$ cat src/rtl/writeback_regfile.sv
// Writeback stage and architectural register file.
// Selects the writeback value, applies the conditional-move gate, commits into
// a 2**ADDR_WIDTH-entry register file, serves two combinational read ports with
// same-cycle write-through bypass, and keeps a registered trace of the last commit.
module writeback_regfile #(
  parameter int unsigned DATA_WIDTH  = 32,
  parameter int unsigned ADDR_WIDTH  = 5,
  parameter int unsigned COUNT_WIDTH = 16
) (
  input  logic                   Clk,
  input  logic                   Rst,
  input  logic                   WB_RegWrite,
  input  logic                   WB_CondMov,
  input  logic                   WB_ZeroFlag,
  input  logic                   WB_MemtoReg,
  input  logic [DATA_WIDTH-1:0]  WB_ALUResult,
  input  logic [DATA_WIDTH-1:0]  WB_MemData,
  input  logic [ADDR_WIDTH-1:0]  WB_WriteRegister,
  input  logic [ADDR_WIDTH-1:0]  ReadRegister1,
  input  logic [ADDR_WIDTH-1:0]  ReadRegister2,
  output logic [DATA_WIDTH-1:0]  ReadData1,
  output logic [DATA_WIDTH-1:0]  ReadData2,
  output logic                   WriteValid,
  output logic [ADDR_WIDTH-1:0]  LastWriteRegister,
  output logic [DATA_WIDTH-1:0]  LastWriteData,
  output logic [COUNT_WIDTH-1:0] WriteCount
);

  localparam int unsigned DEPTH = 2 ** ADDR_WIDTH;

  logic [DATA_WIDTH-1:0] regs [DEPTH];
  logic [DATA_WIDTH-1:0] write_data;
  logic                  commit;

  // Writeback value select and commit qualification; reset masks the bypass too
  always_comb begin
    write_data = WB_MemtoReg ? WB_MemData : WB_ALUResult;
    commit     = ~Rst & WB_RegWrite & (~WB_CondMov | WB_ZeroFlag)
               & (WB_WriteRegister != ADDR_WIDTH'(0));
  end

  // Register array update; entry 0 is never written and stays zero
  always_ff @(posedge Clk or posedge Rst) begin
    if (Rst) begin
      for (int i = 0; i < int'(DEPTH); i++) begin
        regs[i] <= '0;
      end
    end else if (commit) begin
      regs[WB_WriteRegister] <= write_data;
    end
  end

  // Registered writeback trace: pulse, last index/data, wrapping commit count
  always_ff @(posedge Clk or posedge Rst) begin
    if (Rst) begin
      WriteValid        <= 1'b0;
      LastWriteRegister <= '0;
      LastWriteData     <= '0;
      WriteCount        <= '0;
    end else begin
      WriteValid <= commit;
      if (commit) begin
        LastWriteRegister <= WB_WriteRegister;
        LastWriteData     <= write_data;
        WriteCount        <= WriteCount + COUNT_WIDTH'(1);
      end
    end
  end

  // Read port 1: zero register, then write-through bypass, then array
  always_comb begin
    if (ReadRegister1 == ADDR_WIDTH'(0)) begin
      ReadData1 = '0;
    end else if (commit && (ReadRegister1 == WB_WriteRegister)) begin
      ReadData1 = write_data;
    end else begin
      ReadData1 = regs[ReadRegister1];
    end
  end

  // Read port 2: same priority as port 1, evaluated independently
  always_comb begin
    if (ReadRegister2 == ADDR_WIDTH'(0)) begin
      ReadData2 = '0;
    end else if (commit && (ReadRegister2 == WB_WriteRegister)) begin
      ReadData2 = write_data;
    end else begin
      ReadData2 = regs[ReadRegister2];
    end
  end

endmodule
$ cat config.mk
export PLATFORM = sky130hd
export DESIGN_NAME = writeback_regfile
export DESIGN_NICKNAME = d
export VERILOG_FILES = /design/src/rtl/writeback_regfile.sv
export SDC_FILE = /design/constraint.sdc
export NUM_CORES = 2
export LEC_CHECK = 0
export ABC_AREA = 0
export CORE_ASPECT_RATIO = 1.1
export CORE_MARGIN = 3
export CORE_UTILIZATION = 40
export CTS_BUF_LIST = sky130_fd_sc_hd__clkbuf_2 sky130_fd_sc_hd__clkbuf_4 sky130_fd_sc_hd__clkbuf_8
export DETAILED_ROUTE_END_ITERATION = 6
export SLEW_MARGIN = 10
export SYNTH_ARGS = -nofsm -noshare
export SYNTH_HDL_FRONTEND = slang
export SYNTH_SLANG_ARGS = --single-unit
$ cat constraint.sdc
create_clock -name Clk -period 52.1 [get_ports Clk]
set_input_delay 10.42 -clock Clk [delete_from_list [all_inputs] [get_ports Clk]]
set_output_delay 10.42 -clock Clk [all_outputs]
set_load 0.005 [all_outputs]
==> metrics.yaml <==
timing_worst_setup_path_type: "primary input to output pin"
ctsLongestPathBuffers: 3
port_buffers: 202
synthesis.nets: 5385
finalSetupViolations: 0
root_buffer: "clkbuf_8"
placed_area_um2: 59880
cts_tree: "yes"
viasPerCell: 6.143
worst_clock_skew_ns: 0.006254
rsz0062_at_grt: "no"
clkLatencyLatePin_ns: 0.90
vias: 44820
fp.dieH_um: 401.9
clockPowerShare_pct: 34.7
min_path_type: "flop to flop"
synth_ff_type: "dfrtp_1"
seq_area_frac_synth_pct: 47.34
final-max-slew-violation-count: 0
clock-sinks: 1078
p_leak_nw: 27.45
gp_congestion: 0.8564
synth_cell_types: 76
synth_edf_count: 0
peakVddDrop_v: 0.00003067
layout-drive-gt1-share_pct: 16.85
cp.arrival_ns: 15.16
area_delta_synth_final_pct: 11.84
antenna_left: 0
power_frac_seq_pct: 45.7
drt_first_iter_violations: 5009
switching_power_mw: 0.6954
synthArstFlopShare_pct: 100.0
n_fill_cell: 13120
postSynthAreaPerCell_um2: 10.75
seqCellArea_um2: 26980
ctsResizeCount: 0
dpl.hpwl_um: 119900
core_um2: 140700
period_minus_slack_ns: 25.58
pwr_density_cell_nw_per_um2: 36.46
status: "finished clean"
grt_usage_pct: 27.68
postCtsHoldBufs: 0
synthMostInstantiatedCell: "dfrtp_1"
dr.pass1.iters: 7
synth_area_um2: 56980
io_pins: 203
yosysTopAreaCell: "dfrtp_1"
p_sw_share_pct: 29.93
grt_pass1_wl_um: 303400
grt_pass1_vias: 43840
grt_max_degree: 106
finalCritPeriodShare_pct: 49.10
p_int_mw: 1.628
dieArea_um2: 147000
max_cap_viol_count: 0
drc: 0
antenna_found_initial: 7
syn_inst: 5299
wire_per_inst_um: 28.21
worstPathMaxFanout: 77
worstSetupEndpointType: "output pin"
finalSetupTns_ns: 0
slew_headroom_pct: 20.53
hold_violations: 0
multi_input_area_um2: 27330
synth-warning-count: 0
start_util_pct: 40.49
p_comb_share_pct: 19.6
synth_top_cell_area_share_pct: 47.34
cts_buffers: 177
grt_overflow_total: 0
tightest_slew_ns: 1.192
cts_max_level: 4
ys_ff_latch: 1078
fmax_mhz: 39.09
layout.nets: 5340
yosys-top-cells-count: "dfrtp_1, a21oi_1, nor2_1, nand2_1, mux2i_1"
ys_top_cells_by_area: "dfrtp_1, mux4_2, a21oi_1"
rows: 144
required_ns: 41.68
reg2reg_setup_slack_ns: 50.36
stdcell_area_um2: 63730
post_cts_buffers: 0
clk_pin_slew_ns: 0.06
start_kind: "primary input"
wirelength_um: 205900
die_w_um: 365.9
[worst max-delay path: stages]
cell	delay [ns]
clkdlybuf4s50_1	1.00
or2_2	0.26
o21ai_4	0.09
clkinv_2	0.07
buf_4	0.56
and4_4	1.04
a221oi_1	0.11
a211oi_1	0.89
clkdlybuf4s50_1	0.67
[routing by layer]
metal	track usage, %	up-vias	wire, um
met2	42.11	2488	91310
met5	0	-	9
met3	6.455	516	20310
li1	-	19230	-
met4	11.91	2	9593
met1	38.04	22590	84630
[worst paths after layout]
kind / endpoint / startpoint / cells past startpoint
hold reg to reg: regs[1011] / regs[1011] / 0
max in group asynchronous: regs[128] / Rst / 6
setup / recovery: ReadData1[11] / WB_WriteRegister[1] / 9
min in group asynchronous: LastWriteRegister[1] / Rst / 2
setup reg to reg: WriteCount[15] / WriteCount[4] / 5
hold / removal: regs[1011] / regs[1011] / 0
[cells in the final DEF, fill, tap and decap left out, types with 57 or more instances in the layout]
cell / synthesis / layout
mux2i_1: 350 / 318
clkdlybuf4s50_1: 0 / 191
a21oi_1: 747 / 747
buf_4: 26 / 145
nor2_1: 707 / 704
a211oi_1: 68 / 68
o21ai_1: 108 / 108
clkbuf_8: 0 / 226
nand2_1: 473 / 470
mux4_1: 60 / 60
clkbuf_4: 3 / 57
mux4_2: 306 / 306
dfrtp_1: 1078 / 1078
o21ai_0: 328 / 328
a221oi_1: 90 / 90
[metrics by stage]
step           utilization, %  hold slack, ns  setup WS (ns)  std cells  power (mW)
6_report                45.29          0.3867          26.52       7297       2.324
2_1_floorplan               -          0.4355          11.33       5299       1.368
3_3_place_gp            42.55          0.3753          26.54       6973       1.510
4_1_cts                 45.28          0.3922          26.63       7293       2.330
5_1_grt                 45.28          0.4060          26.24       7295       2.433
3_5_place_dp            42.55          0.3784          26.62       6973       1.525
[registers in the layout (all words and copies together) (netlist names)]
signal and flops:
regs 1024, LastWriteData 32, WriteCount 16, LastWriteRegister 5, WriteValid 1
[power groups by stage]
stage	sequential [mW]	combinational [mW]	clock (mW)
finish	1.06	0.457	0.806
global route	1.08	0.498	0.858
CTS	1.06	0.455	0.818
detailed placement	1.07	0.453	0
global placement	1.07	0.445	0
floorplan	1.05	0.322	0
[kinds of logic (layout without fill, tap and decap cells)]
group,Yosys count,after routing,synth area share [%]
AO/OA/AOI/OAI,1503,1503,15.10
AND/OR/NAND/NOR,1368,1368,9.877
flip-flops,1078,1078,47.34
multiplexers,743,743,21.54
buffers and inverters,581,677,5.738
XOR/XNOR,25,25,0.3843
adder cells (fa/ha/maj),1,1,0.02195
other,0,4,0
[cell type report]
class / count / area share (%)
antenna: 4 / 0.01571
timing repair buffer: 347 / 4.948
multi-input combinational: 3640 / 42.88
tap: 1898 / 3.727
inverter: 10 / 0.07461
sequential: 1078 / 42.33
clock inverter: 37 / 0.4693
clock buffer: 283 / 5.552
(Power assumes the default switching activity.)
